## src/rtl/multi_cycle_cu_pkg.sv

```systemverilog
// multi_cycle_pkg: shared constants for the multi-cycle control unit.
// Holds opcode values, FSM state encoding, ALU function codes, next-PC
// select codes and an opcode classifier used by both the FSM and decoder.
package multi_cycle_pkg;

  localparam logic [5:0] OP_ADD  = 6'b000000;
  localparam logic [5:0] OP_SUB  = 6'b000001;
  localparam logic [5:0] OP_ADDI = 6'b000010;
  localparam logic [5:0] OP_OR   = 6'b010000;
  localparam logic [5:0] OP_AND  = 6'b010001;
  localparam logic [5:0] OP_ORI  = 6'b010010;
  localparam logic [5:0] OP_SW   = 6'b100110;
  localparam logic [5:0] OP_LW   = 6'b100111;
  localparam logic [5:0] OP_BEQ  = 6'b110000;
  localparam logic [5:0] OP_J    = 6'b111000;
  localparam logic [5:0] OP_HALT = 6'b111111;

  typedef enum logic [3:0] {
    S_IF     = 4'd0,
    S_ID     = 4'd1,
    S_EXE_AL = 4'd2,
    S_WB_AL  = 4'd3,
    S_EXE_BR = 4'd4,
    S_EXE_LS = 4'd5,
    S_MEM    = 4'd6,
    S_WB_LD  = 4'd7,
    S_HALT   = 4'd8
  } state_t;

  localparam logic [2:0] ALU_ADD = 3'b000;
  localparam logic [2:0] ALU_SUB = 3'b001;
  localparam logic [2:0] ALU_OR  = 3'b011;
  localparam logic [2:0] ALU_AND = 3'b100;

  localparam logic [1:0] PC_NEXT   = 2'b00;
  localparam logic [1:0] PC_BRANCH = 2'b01;
  localparam logic [1:0] PC_JUMP   = 2'b11;

  typedef enum logic [2:0] {
    C_ALU,
    C_BR,
    C_LS,
    C_JUMP,
    C_HALT,
    C_NOP
  } op_class_t;

  // Unrecognised opcodes fall into C_NOP.
  function automatic op_class_t classify(input logic [5:0] op);
    case (op)
      OP_ADD, OP_SUB, OP_ADDI, OP_OR, OP_AND, OP_ORI: return C_ALU;
      OP_BEQ:                                         return C_BR;
      OP_LW, OP_SW:                                   return C_LS;
      OP_J:                                           return C_JUMP;
      OP_HALT:                                        return C_HALT;
      default:                                        return C_NOP;
    endcase
  endfunction

endpackage

```

## src/rtl/multi_cycle_cu_if.sv

```systemverilog
// multi_cycle_cu_if: control bus between the multi-cycle control unit and
// the datapath.
//   op, zero, MemReady        : datapath -> control unit (opcode, ALU zero,
//                               data-memory ready)
//   PCWre .. PCSrc            : control unit -> datapath control signals
//   Halted, State, InsCount   : status/debug outputs of the control unit
// modport master: control-unit side; modport slave: datapath side.
interface multi_cycle_cu_if #(
  parameter int unsigned CNT_W = 32
);
  logic [5:0]       op;
  logic             zero;
  logic             MemReady;
  logic             PCWre;
  logic             IRWre;
  logic             InsMenRW;
  logic             ExtSel;
  logic             ALUSrcB;
  logic [2:0]       ALUOp;
  logic             RegOut;
  logic             RegWre;
  logic             ALUM2Reg;
  logic             DataMenRW;
  logic [1:0]       PCSrc;
  logic             Halted;
  logic [3:0]       State;
  logic [CNT_W-1:0] InsCount;

  modport master (
    input  op, zero, MemReady,
    output PCWre, IRWre, InsMenRW, ExtSel, ALUSrcB, ALUOp, RegOut, RegWre,
           ALUM2Reg, DataMenRW, PCSrc, Halted, State, InsCount
  );

  modport slave (
    output op, zero, MemReady,
    input  PCWre, IRWre, InsMenRW, ExtSel, ALUSrcB, ALUOp, RegOut, RegWre,
           ALUM2Reg, DataMenRW, PCSrc, Halted, State, InsCount
  );
endinterface

```

## src/rtl/multi_cycle_cu_decode.sv

```systemverilog
// multi_cycle_decode: purely combinational control-signal decoder.
// Inputs : state (current FSM state), op_q (latched opcode), zero (ALU
//          zero flag), mem_ready (data-memory handshake).
// Outputs: the datapath control signals. Operand/ALU selects depend only
//          on op_q and are held from ID onward; write enables and PC
//          updates are pulsed in the state that commits them.
module multi_cycle_decode
  import multi_cycle_pkg::*;
(
  input  state_t     state,
  input  logic [5:0] op_q,
  input  logic       zero,
  input  logic       mem_ready,
  output logic       pcwre,
  output logic       irwre,
  output logic       insmenrw,
  output logic       extsel,
  output logic       alusrcb,
  output logic [2:0] aluop,
  output logic       regout,
  output logic       regwre,
  output logic       alum2reg,
  output logic       datamenrw,
  output logic [1:0] pcsrc
);

  always_comb begin
    pcwre     = 1'b0;
    irwre     = 1'b0;
    insmenrw  = 1'b0;
    extsel    = 1'b0;
    alusrcb   = 1'b0;
    aluop     = ALU_ADD;
    regout    = 1'b0;
    regwre    = 1'b0;
    alum2reg  = 1'b0;
    datamenrw = 1'b0;
    pcsrc     = PC_NEXT;

    // op_q is stale during IF, so the op-derived selects stay at zero there.
    if (state != S_IF) begin
      case (op_q)
        OP_SUB, OP_BEQ: aluop = ALU_SUB;
        OP_OR, OP_ORI:  aluop = ALU_OR;
        OP_AND:         aluop = ALU_AND;
        default:        aluop = ALU_ADD;
      endcase
      alusrcb = op_q inside {OP_ADDI, OP_ORI, OP_LW, OP_SW};
      extsel  = (op_q != OP_ORI);
      regout  = op_q inside {OP_ADD, OP_SUB, OP_OR, OP_AND};
    end

    case (state)
      S_IF: begin
        irwre    = 1'b1;
        insmenrw = 1'b1;
      end
      S_ID: begin
        if (classify(op_q) == C_JUMP) begin
          pcwre = 1'b1;
          pcsrc = PC_JUMP;
        end else if (classify(op_q) == C_NOP) begin
          pcwre = 1'b1;
          pcsrc = PC_NEXT;
        end
      end
      S_EXE_BR: begin
        pcwre = 1'b1;
        pcsrc = zero ? PC_BRANCH : PC_NEXT;
      end
      S_WB_AL: begin
        regwre   = 1'b1;
        alum2reg = 1'b0;
        pcwre    = 1'b1;
        pcsrc    = PC_NEXT;
      end
      S_MEM: begin
        datamenrw = (op_q == OP_SW);
        pcwre     = mem_ready && (op_q == OP_SW);
      end
      S_WB_LD: begin
        regwre   = 1'b1;
        alum2reg = 1'b1;
        pcwre    = 1'b1;
      end
      default: ;
    endcase
  end

endmodule

```

## src/rtl/multi_cycle_cu.sv

```systemverilog
// multi_cycle_cu: multi-cycle control unit sequencing the datapath through
// IF/ID/EXE/MEM/WB phases.
// Ports:
//   CLK   : clock, rising edge
//   Reset : asynchronous active-low reset
//   bus   : multi_cycle_cu_if.master (opcode/zero/MemReady in, control,
//           Halted, State and InsCount out)
// The FSM, latched opcode, sticky halt flag and retired-instruction
// counter live here; control-signal decode is in multi_cycle_decode.
module multi_cycle_cu
  import multi_cycle_pkg::*;
#(
  parameter int unsigned CNT_W = 32
) (
  input  logic             CLK,
  input  logic             Reset,
  multi_cycle_cu_if.master bus
);

  state_t           state, state_n;
  logic [5:0]       op_q;
  logic             halted;
  logic [CNT_W-1:0] ins_count;
  logic             pc_wre;

  always_ff @(posedge CLK or negedge Reset) begin
    if (!Reset) begin
      state     <= S_IF;
      op_q      <= '0;
      halted    <= 1'b0;
      ins_count <= '0;
    end else begin
      state <= state_n;
      if (state == S_IF) op_q <= bus.op;
      if (state_n == S_HALT) halted <= 1'b1;
      if (pc_wre) ins_count <= ins_count + 1'b1;
    end
  end

  always_comb begin
    state_n = state;
    case (state)
      S_IF: state_n = S_ID;
      S_ID: begin
        case (classify(op_q))
          C_ALU:   state_n = S_EXE_AL;
          C_BR:    state_n = S_EXE_BR;
          C_LS:    state_n = S_EXE_LS;
          C_HALT:  state_n = S_HALT;
          default: state_n = S_IF;
        endcase
      end
      S_EXE_AL: state_n = S_WB_AL;
      S_WB_AL:  state_n = S_IF;
      S_EXE_BR: state_n = S_IF;
      S_EXE_LS: state_n = S_MEM;
      S_MEM: begin
        if (bus.MemReady) state_n = (op_q == OP_SW) ? S_IF : S_WB_LD;
      end
      S_WB_LD:  state_n = S_IF;
      S_HALT:   state_n = S_HALT;
      default:  state_n = S_IF;
    endcase
  end

  multi_cycle_decode u_decode (
    .state     (state),
    .op_q      (op_q),
    .zero      (bus.zero),
    .mem_ready (bus.MemReady),
    .pcwre     (pc_wre),
    .irwre     (bus.IRWre),
    .insmenrw  (bus.InsMenRW),
    .extsel    (bus.ExtSel),
    .alusrcb   (bus.ALUSrcB),
    .aluop     (bus.ALUOp),
    .regout    (bus.RegOut),
    .regwre    (bus.RegWre),
    .alum2reg  (bus.ALUM2Reg),
    .datamenrw (bus.DataMenRW),
    .pcsrc     (bus.PCSrc)
  );

  assign bus.PCWre    = pc_wre;
  assign bus.Halted   = halted;
  assign bus.State    = state;
  assign bus.InsCount = ins_count;

endmodule

```

## src/flat_wrapper.sv

```systemverilog
// flat-port wrapper written by rule: the top's interface ports become plain ports
module multi_cycle_cu_flat import multi_cycle_pkg::*;
#(
  parameter int unsigned CNT_W = 32
)
  (CLK, Reset, bus_op, bus_zero, bus_MemReady, bus_PCWre, bus_IRWre, bus_InsMenRW, bus_ExtSel, bus_ALUSrcB, bus_ALUOp, bus_RegOut, bus_RegWre, bus_ALUM2Reg, bus_DataMenRW, bus_PCSrc, bus_Halted, bus_State, bus_InsCount);
  multi_cycle_cu_if #(.CNT_W(CNT_W)) bus_i ();
  input  logic CLK;
  input  logic Reset;
  input wire logic [$bits(bus_i.op)-1:0] bus_op;
  input wire logic [$bits(bus_i.zero)-1:0] bus_zero;
  input wire logic [$bits(bus_i.MemReady)-1:0] bus_MemReady;
  output wire logic [$bits(bus_i.PCWre)-1:0] bus_PCWre;
  output wire logic [$bits(bus_i.IRWre)-1:0] bus_IRWre;
  output wire logic [$bits(bus_i.InsMenRW)-1:0] bus_InsMenRW;
  output wire logic [$bits(bus_i.ExtSel)-1:0] bus_ExtSel;
  output wire logic [$bits(bus_i.ALUSrcB)-1:0] bus_ALUSrcB;
  output wire logic [$bits(bus_i.ALUOp)-1:0] bus_ALUOp;
  output wire logic [$bits(bus_i.RegOut)-1:0] bus_RegOut;
  output wire logic [$bits(bus_i.RegWre)-1:0] bus_RegWre;
  output wire logic [$bits(bus_i.ALUM2Reg)-1:0] bus_ALUM2Reg;
  output wire logic [$bits(bus_i.DataMenRW)-1:0] bus_DataMenRW;
  output wire logic [$bits(bus_i.PCSrc)-1:0] bus_PCSrc;
  output wire logic [$bits(bus_i.Halted)-1:0] bus_Halted;
  output wire logic [$bits(bus_i.State)-1:0] bus_State;
  output wire logic [$bits(bus_i.InsCount)-1:0] bus_InsCount;
  assign bus_i.op = bus_op;
  assign bus_i.zero = bus_zero;
  assign bus_i.MemReady = bus_MemReady;
  assign bus_PCWre = bus_i.PCWre;
  assign bus_IRWre = bus_i.IRWre;
  assign bus_InsMenRW = bus_i.InsMenRW;
  assign bus_ExtSel = bus_i.ExtSel;
  assign bus_ALUSrcB = bus_i.ALUSrcB;
  assign bus_ALUOp = bus_i.ALUOp;
  assign bus_RegOut = bus_i.RegOut;
  assign bus_RegWre = bus_i.RegWre;
  assign bus_ALUM2Reg = bus_i.ALUM2Reg;
  assign bus_DataMenRW = bus_i.DataMenRW;
  assign bus_PCSrc = bus_i.PCSrc;
  assign bus_Halted = bus_i.Halted;
  assign bus_State = bus_i.State;
  assign bus_InsCount = bus_i.InsCount;
  multi_cycle_cu #(.CNT_W(CNT_W)) u_core (.CLK(CLK), .Reset(Reset), .bus(bus_i));
endmodule
```

## config.mk

```make
export PLATFORM = sky130hd
export DESIGN_NAME = multi_cycle_cu_flat
export DESIGN_NICKNAME = d
export VERILOG_FILES = /design/src/rtl/multi_cycle_cu_pkg.sv /design/src/rtl/multi_cycle_cu_if.sv /design/src/rtl/multi_cycle_cu_decode.sv /design/src/rtl/multi_cycle_cu.sv /design/src/flat_wrapper.sv
export SDC_FILE = /design/constraint.sdc
export NUM_CORES = 1
export LEC_CHECK = 0
export CAP_MARGIN = 20
export CORE_MARGIN = 5
export CORE_UTILIZATION = 45
export DETAILED_ROUTE_END_ITERATION = 8
export PLACE_DENSITY = 0.77
export SYNTH_ARGS = -nofsm -noshare
export SYNTH_HDL_FRONTEND = slang
export SYNTH_SLANG_ARGS = --single-unit
```

## constraint.sdc

```tcl
create_clock -name CLK -period 2.8 [get_ports CLK]
set_clock_uncertainty 0.05 [all_clocks]
set_input_delay 0.84 -clock CLK [delete_from_list [all_inputs] [get_ports CLK]]
set_output_delay 0.84 -clock CLK [all_outputs]
set_load 0.05 [all_outputs]
```

**Word level (Yosys, flattened, before mapping)**

Cells that the tools add are included.

- Bits of input ports: 10
- Register bits after elaboration: 43
- Logic and storage cells: 66
- Output and inout bits: 51

- $add $sub $neg: 1
- Eq/ne operators: 25
- Muxes and demuxes: 23
- Reduce and logical (&&, ||, !) cells: 13

Operator list:

| cell | number |
|---|---|
| $add 32x1->32 const B | 1 |
| $eq 6x6->1 const B | 5 |
| $pmux 4 s6 | 1 |
| $eq 6x5->1 const B | 3 |
| $eq 4x3->1 const B | 4 |
| $pmux 4 s4 | 1 |
| $mux 3 | 5 |
| $pmux 3 s5 | 1 |
| $reduce_bool 4->1 | 3 |
| $mux 1 | 10 |
| $pmux 3 s3 | 1 |
| $eq 4x2->1 const B | 2 |
| $eq 4x4->1 const B | 2 |
| $reduce_or 2->1 | 4 |
| $eq 3x2->1 const B | 2 |
| $eq 3x3->1 const B | 2 |
| $eq 6x1->1 const B | 1 |
| $eq 6x2->1 const B | 1 |
| $logic_not 6->1 | 1 |
| $ne 6x5->1 const B | 1 |
| $reduce_or 6->1 | 1 |
| $eq 4x1->1 const B | 1 |
| $logic_not 4->1 | 1 |
| $mux 4 | 1 |
| other kinds (7) | 7 |

**Logic depth before layout (Yosys ltp)**

Gate-level depths: netlist of the first run.

- Depth in word-level cells: 11
- Depth in mapped cells: 10
- Depth with buffers taken out: 7

**Modules after synthesis**

From an unflattened synthesis of the first run, not the netlist that was laid out.

- Cells, all modules: 214
- Area total of the unflattened synthesis: 2296.0 µm²

By module, submodules not included:

| module | cells an instance | area each (µm²) | seq. area each (µm²) | instances |
|---|---|---|---|---|
| multi_cycle_cu | 171 | 1993.2 | 1076.0 | 1 |
| multi_cycle_decode | 43 | 302.8 | 0.0 | 1 |

**Least setup slack after synthesis of the first run**

No wires, ideal clock.

- Kind: register -> output
- Start point: register u_core.state[3] (netlist: u_core.bus.State[3])
- End point: output port bus_ALUOp[0]
- Cell stages (with the launch flop): 5
- Setup slack: -1.208 ns
- Required time: 1.910 ns
- Data arrival time: 3.118 ns
- Cell sequence: dfrtp_1 clkbuf_1 nor4_1 clkbuf_1 nor4_1

- Longest elaborated chain between the ends: 2

Ends and longest elaborated chain:

| item | line | source |
|---|---|---|
| start: declaration | multi_cycle_cu.sv:20 | `state_t state, state_n;` |
| start signal: assignment | multi_cycle_cu.sv:33 | `state <= state_n;` |
| $reduce_bool 4->1 | multi_cycle_cu_decode.sv:41 | `if (state != S_IF) begin` |
| $mux 3 | multi_cycle_cu_decode.sv:41 |  |
| end: declaration | flat_wrapper.sv:18 | `output wire logic [$bits(bus_i.ALUOp)-1:0] bus_ALUOp;` |

No other way between the ends.

**Worst setup path after layout of the first run**

- Start point: register u_core.state[0] (netlist: u_core.bus.State[0])
- End point: output port bus_PCWre

- Longest elaborated chain between the ends: 3

Ends and longest elaborated chain:

| item | line | source |
|---|---|---|
| $eq 4x3->1 or $eq 4x2->1 (tied branches) | multi_cycle_cu_decode.sv:53 | `case (state)` |
| $reduce_or 3->1 (no source line) | - |  |
| $pmux 1 s3 * | multi_cycle_cu_decode.sv:53 |  |
| end: declaration | flat_wrapper.sv:13 | `output wire logic [$bits(bus_i.PCWre)-1:0] bus_PCWre;` |

Every way passes the cells marked *; elsewhere a longest branch is shown, timed or not.

==> impl_results.md, run 1 <==
- Normalized max-slew margin: 0.633
- Initial drt markers: 95
- Finish-stage setup viols: 1
- DRT antenna net count: 0
- CTS tree: built
- Yosys Warn Count: 0
- Number of CTS-inserted buffers: 5
- Worst Hold Slack: 282 ps
- Worst Setup Start Kind: register
- Pre-antenna DRT Iters: 4
- Async set-or-reset flop fraction in the synthesized netlist: 1.00
- Gate power share: 0.643
- Clock power frac: 0.119
- P_sw: 1.72 mW
- First-pass GRT wire length: 9590 um
- Top delay family on crit path: simple AND/OR/NAND/NOR gates
- VDD IR max: 1.32 mV
- Antenna Cells: 0
- H-tree depth: 2
- Adder-Cell Fraction of Synth Area: 0.00540
- Most frequent cell after synthesis: dfrtp_1
- Worst EP required: 1910 ps
- Internal cell power: 1.86 mW
- Initial antenna violation count: 0
- Synth Flop Type: dfrtp_1
- Post-layout util: 0.676
- Hold Buf Count CTS: 0
- Pins Over Slew Limit: 0
- Area contributors post-synth: dfrtp_1 46%, xnor2_1 6.8%, xor2_1 4.9%, nand4_1 4.3%, nand2_1 3.4%
- Total power: 3.59 mW
- Initial Util: 0.460
- Tcrit/Tclk final: 1.01
- Hold Path Class: in -> async
- Nets: 317
- Share of the synthesized area in the top cell type: 0.464
- Leak: 1.32 nW
- Pre-CTS WS: -243 ps
- Final Critical Period: 2830 ps
- Final GP Congestion: 0.860
- Core outline area: 0.00504 sq mm
- Die height: 81.8 um
- Gr usage total: 0.182
- Buffers & Inverters on Critical Path: 3
- Vias: 2043
- CP Capture Type: output port
- Cells after Synth: 231
- Final WL: 5770 um
- GR Overflow Total: 0
- Post-synthesis mux area share: 0.0243
- Violated checks: negative setup slack
- Vias in the first global route: 2103
- Max Cap Viol: 0
- Design Area, Final: 0.00341 sq mm
- P&R area growth vs syn: 47.1%
- Layout cell share with drive strength beyond 1: 0.283
- Vias/cell: 5.42
- Sequential power share: 0.238
- Yosys top cell by area: dfrtp_1
- Compound-cell area share of the yosys netlist: 0.0513
- Post-Synth XOR/XNOR Area: 0.117
- Setup WS post-layout: -30.2 ps
- Synth Register Bits: 43
- Placed Area: 0.00321 sq mm
- Syn nets: 242
- Num ports: 61
- Clock sinks: 43
- Slowest stage delay, CP: 420 ps
- Endpoints failing hold: 0
- Main combinational cell family by area after synthesis: simple AND/OR/NAND/NOR gates
- Drt wl/cell: 15.3 um
- Worst EP arrival: 1940 ps
- Fillers: 402
- RSZ-0062 raised after global routing: yes
- Slowest-stage cell, CP: dfrtp_1
- CP cell instances: buf_4, nor2b_1, nand3_1, or3_1, o311a_4, inv_8, buf_12
- DRC: 0
- Worst slew pin tran: 549 ps
- Die Width: 81.8 um
- Root Driver: clkbuf_8
- Mean Syn Cell Area: 10.0 sq um
- WS Path Type: reg -> out
- Die Footprint: 0.00668 sq mm
- Floorplan row count: 26
- Number of flops mapped to enable cells by yosys: 0
- Pin count of the biggest net entering global routing: 44
- Yosys cell types: 42
- HPWL after detailed placement: 4150 um
- Switching Share: 0.480
- Clock-pin slew on the worst setup and hold paths: 80 ps
- Highest fanout seen on the critical path: 8
- Max frequency: 353 MHz
- Worst skew pair latency: 290 ps
- Maximum buffer depth of the clock tree: 2
- Synth Area in Simple Gates: 0.295
- Mapped cell area: 0.00232 sq mm
- Outcome: finished, violations left
- Top cells by count, synth: 43 x dfrtp_1, 21 x nand2_1, 18 x xnor2_1
- Power density over the cells: 1050 mW/mm^2
- Sequential area share after synthesis: 0.464
- IO buf count: 60
==> worst paths after layout <==
check,start,end,slack [ps],cells after the start
setup / recovery,u_core.bus.State[0],bus_PCWre,-30,7
hold / removal,Reset,u_core.bus.InsCount[13],280,1
setup reg to reg,u_core.bus.State[0],u_core.bus.InsCount[20],430,8
hold reg to reg,u_core.bus.InsCount[31],u_core.bus.InsCount[31],430,1
max in group asynchronous,Reset,u_core.bus.State[1],2000,2
min in group CLK,u_core.bus.InsCount[31],u_core.bus.InsCount[31],430,1
==> metal layers <==
layer  part of all wire  wire length, um  GRT usage  vias to the layer above
li1                   -                -          -                      978
met1               0.44             2560      0.235                     1004
met2               0.50             2880      0.319                       57
met3              0.051              294     0.0351                        4
met4             0.0069               40     0.0349                        0
met5                  0                0          0                        -
==> power groups by stage <==
| stage | Sequential, mW | Clock, mW | Combinational [mW] |
|---|---|---|---|
| after detailed placement | 0.863 | 0 | 2.20 |
| final | 0.855 | 0.426 | 2.31 |
| after global routing | 0.874 | 0.473 | 2.45 |
| after global placement | 0.857 | 0 | 2.19 |
| after floorplan | 1.11 | 0 | 1.35 |
| after CTS | 0.850 | 0.439 | 2.30 |
==> kinds of logic (layout without fill, tap and decap cells) <==
kind of cell | Yosys count | in the layout
and+or+nand+nor | 114 | 114
DFF | 43 | 43
xor gates and xnor gates | 31 | 31
buffers and inverters | 19 | 95
AOI/OAI and AO/OA | 18 | 18
muxes | 5 | 5
adders and majority gates | 1 | 1
==> flip-flops by register name (all words and copies together), names as in the netlist <==
signal,flops
u_core.op_q,6
u_core.bus.State,4
u_core.bus.InsCount,32
u_core.bus.Halted,1
==> through the flow <==
step	cells	TNS [ps]
floorplan	231	-1050
global placement	364	-296
detailed placement	364	-597
CTS	377	-12.5
global route	377	-146
finish	377	-30.2
==> placed cells by master (no fill, tap or decap), types with 2 or more instances in the layout <==
| master | instances |
|---|---|
| a21boi_0 | 2 |
| nor4_1 | 8 |
| clkbuf_8 | 7 |
| nor4_4 | 4 |
| dfrtp_2 | 3 |
| mux2_2 | 5 |
| inv_1 | 3 |
| nor2_1 | 7 |
| and3_1 | 7 |
| xor2_1 | 13 |
| o21ai_0 | 6 |
| nor3_2 | 9 |
| or2_2 | 3 |
| nor2_2 | 2 |
| xnor2_1 | 18 |
| dfrtp_1 | 40 |
| nor2b_1 | 3 |
| nand3_2 | 2 |
| nand4_1 | 16 |
| nand2_1 | 21 |
| buf_12 | 7 |
| buf_4 | 28 |
| or4_1 | 2 |
| or3_1 | 2 |
| clkdlybuf4s50_1 | 43 |
| a31oi_1 | 2 |
| nand3_1 | 12 |
| nand2b_1 | 2 |
| nor3_1 | 3 |
| a21oi_2 | 2 |
==> layout make-up <==
| type | count | area, sq um | area share |
|---|---|---|---|
| multi-input combinational | 169 | 1270 | 0.374 |
| sequential | 43 | 1080 | 0.317 |
| timing repair buffer | 83 | 843 | 0.247 |
| clock buffer | 8 | 100 | 0.0294 |
| tap | 70 | 87.6 | 0.0257 |
| inverter | 4 | 22.5 | 0.00661 |
==> repair_timing <==
action                                  in CTS  in global routing
endpoints found under the setup margin       1                  5
gates resized for setup                      6                  6
pin swaps                                    6                  2
buffers inserted                             5                  1
No activity file was read; power rests on OpenSTA's default activity.
==> run 2, diff against run 1 <==
Settings changed: CORE_MARGIN 5 to default, CORE_UTILIZATION 45 to 40, PLACE_DENSITY 0.77 to 0.7.
==> run 2 against run 1 <==
Compared with the run above:
- the flow still finishes with violations (negative setup slack)
- first-iteration DRC count is 42% lower
- non-clock buffer count is 2 lower
- combinational power is 3% higher
- fmax is 0.16% lower
- hold slack better by 150 ps
- total power is 0.27% higher
- routed wire length is 0.14% lower
- count of clock-buffer cells in the layout is 2 lower
- clock power is 11% lower
- critical path depth is 1 lower
==> impl_results.md, run 2 (synthesis gave the netlist of run 1 again) <==
- H-tree depth: 2 (unchanged)
- Worst slew pin tran: 550 ps (+0.789 ps)
- Die Footprint: 0.00610 sq mm (-8.7%)
- Root Driver: clkbuf_8
- Die height: 78.1 um (-4.5%)
- Internal cell power: 1.82 mW (-2.1%)
- Reg-to-reg endpoint: u_core.bus.InsCount[23]
- Clock-pin slew on the worst setup and hold paths: 80 ps (about the same)
- Initial antenna violation count: 0 (unchanged)
- HPWL after detailed placement: 4100 um (-1.3%)
- Switching Share: 0.493 (+0.0122)
- CP Capture Type: output port
- Die Width: 78.1 um (-4.5%)
- VDD IR max: 1.36 mV (+3.3%)
- Slowest-stage cell, CP: or3_4
- DRC: 0 (unchanged)
- Slowest stage delay, CP: 400 ps (-20 ps)
- CP cell instances: dlygate4sd2_1, nand3_1, or3_4, o311a_4, inv_8, buf_12
- Sequential power share: 0.234 (-0.004)
- DRT antenna net count: 0 (unchanged)
- Initial drt markers: 55 (-42%)
- IO buf count: 60 (unchanged)
- Clock sinks: 43 (unchanged)
- WHS Path Cells: 1
- Num ports: 61 (unchanged)
- P_sw: 1.77 mW (+2.8%)
- WS Path Type: in -> out
- Normalized max-slew margin: 0.634 (about the same)
- Worst EP required: 1910 ps (about the same)
- Finish-stage setup viols: 1 (unchanged)
- Nets: 315 (-0.63%)
- Outcome: finished, violations left
- Vias: 2076 (+1.6%)
- Pin count of the biggest net entering global routing: 25 (-43%)
- Max reg flops: 32 (unchanged)
- Pre-CTS WS: -245 ps (-1.64 ps)
- Gate power share: 0.661 (+0.018)
- Highest fanout seen on the critical path: 2 (-6)
- Pins Over Slew Limit: 0 (unchanged)
- Maximum buffer depth of the clock tree: 2 (unchanged)
- Final GP Congestion: 0.793 (-7.8%)
- Max Cap Viol: 0 (unchanged)
- Number of CTS-inserted buffers: 5 (unchanged)
- Total power: 3.60 mW (+0.27%)
- Initial Util: 0.418 (-0.0413)
- Reg-to-reg startpoint: u_core.op_q[2]
- Worst Setup Start Kind: input pin
- Gr usage total: 0.195 (+0.0124)
- Hold worst-path end: u_core.bus.InsCount[31]
- Vias/cell: 5.51 (+1.6%)
- Vias in the first global route: 1959 (-6.8%)
- Commonest non-fill, non-tap cell in the layout: clkdlybuf4s50_1
- Antenna Cells: 0 (unchanged)
- Final WL: 5760 um (-0.14%)
- Clock power frac: 0.106 (-0.013)
- Worst hold path startpoint: u_core.bus.InsCount[31]
- Tcrit/Tclk final: 1.01 (+0.00162)
- Power density over the cells: 1050 mW/mm^2 (+0.12%)
- Drt wl/cell: 15.3 um (-0.14%)
- First-pass GRT wire length: 9370 um (-2.3%)
- RSZ-0062 raised after global routing: yes
- GR Overflow Total: 0 (unchanged)
- Hold Path Class: reg -> reg
- Critical Path Source: bus_MemReady
- Final Critical Period: 2830 ps (+4.55 ps)
- Layout cell share with drive strength beyond 1: 0.285 (+0.00186)
- Leak: 1.31 nW (-0.29%)
- Max frequency: 353 MHz (-0.16%)
- Hold Buf Count CTS: 0 (unchanged)
- Pre-antenna DRT Iters: 4 (unchanged)
- Worst R2R Path Depth: 8 (unchanged)
- Setup WS post-layout: -34.7 ps (-4.55 ps)
- P&R area growth vs syn: 47.3%
- Most frequent cells in the layout: 44 x clkdlybuf4s50_1, 40 x dfrtp_1, 25 x buf_4
- Violated checks: negative setup slack
- Core outline area: 0.00554 sq mm (+9.9%)
- Floorplan row count: 27 (+3.8%)
- Endpoints failing hold: 0 (unchanged)
- Reg-to-reg setup timing slack: 470 ps (+40 ps)
- Worst skew pair latency: 290 ps (about the same)
- CTS tree: built
- Worst EP arrival: 1940 ps (about the same)
## run 2: cell types whose count changed in the layout (fill, tap and decap cells not counted), moves of 2 or more
cell,previous run,this run
buf_12,7,9
buf_4,28,25
clkbuf_8,7,5
nor2b_1,3,1
## run 2: worst max-delay path, delay by kind of cell
family	cells	cell delay (ps)
buf+inv	3	420
compound gates	1	170
simple gates	2	500
## run 2: through the flow
step / hold WS (ps) / instances / util / cell area (sq um) / setup TNS, ps
after global placement: 408 / 367 / 0.584 / 3230 / -448
after global routing: 465 / 377 / 0.616 / 3410 / -190
after CTS: 440 / 377 / 0.611 / 3380 / -14.3
after floorplan: 494 / 231 / - / 2440 / -1050
after detailed placement: 424 / 367 / 0.584 / 3230 / -720
final: 432 / 377 / 0.616 / 3410 / -34.7
## run 2: worst max path at each step
| stage | to | depth (start not counted) |
|---|---|---|
| after global placement | bus_PCWre | 6 |
| after floorplan | bus_PCWre | 8 |
| after global routing | bus_PCWre | 7 |
| final | bus_PCWre | 6 |
| after CTS | bus_PCWre | 7 |
| after detailed placement | bus_PCWre | 6 |
## run 2: metal layers
layer / GRT usage / vias up / wire [um]
met5: 0 / - / 0
met3: 0.0395 / 9 / 313
met4: 0.0685 / 0 / 70
met2: 0.322 / 66 / 2850
li1: - / 979 / -
met1: 0.252 / 1022 / 2520
## run 2: final cells by class
type / count / area (sq um)
timing repair buffer: 81 / 835
multi-input combinational: 169 / 1300
fill: 486 / 2130
clock inverter: 2 / 12.5
inverter: 4 / 22.5
clock buffer: 6 / 72.6
tap: 72 / 90.1
sequential: 43 / 1080
## run 2: power by group through the flow
stage	clock network (mW)	registers, mW	logic [mW]
detailed placement	0	0.850	2.26
global placement	0	0.844	2.23
floorplan	0	1.11	1.35
CTS	0.394	0.839	2.35
global route	0.423	0.855	2.50
finish	0.380	0.841	2.38
## run 2: repair_timing
action	4_1_cts	5_1_grt
endpoints found under the setup margin	1	5
pin swaps	9	2
gates resized for setup	8	8
buffers inserted	2	0
endpoints found under the hold margin	0	0
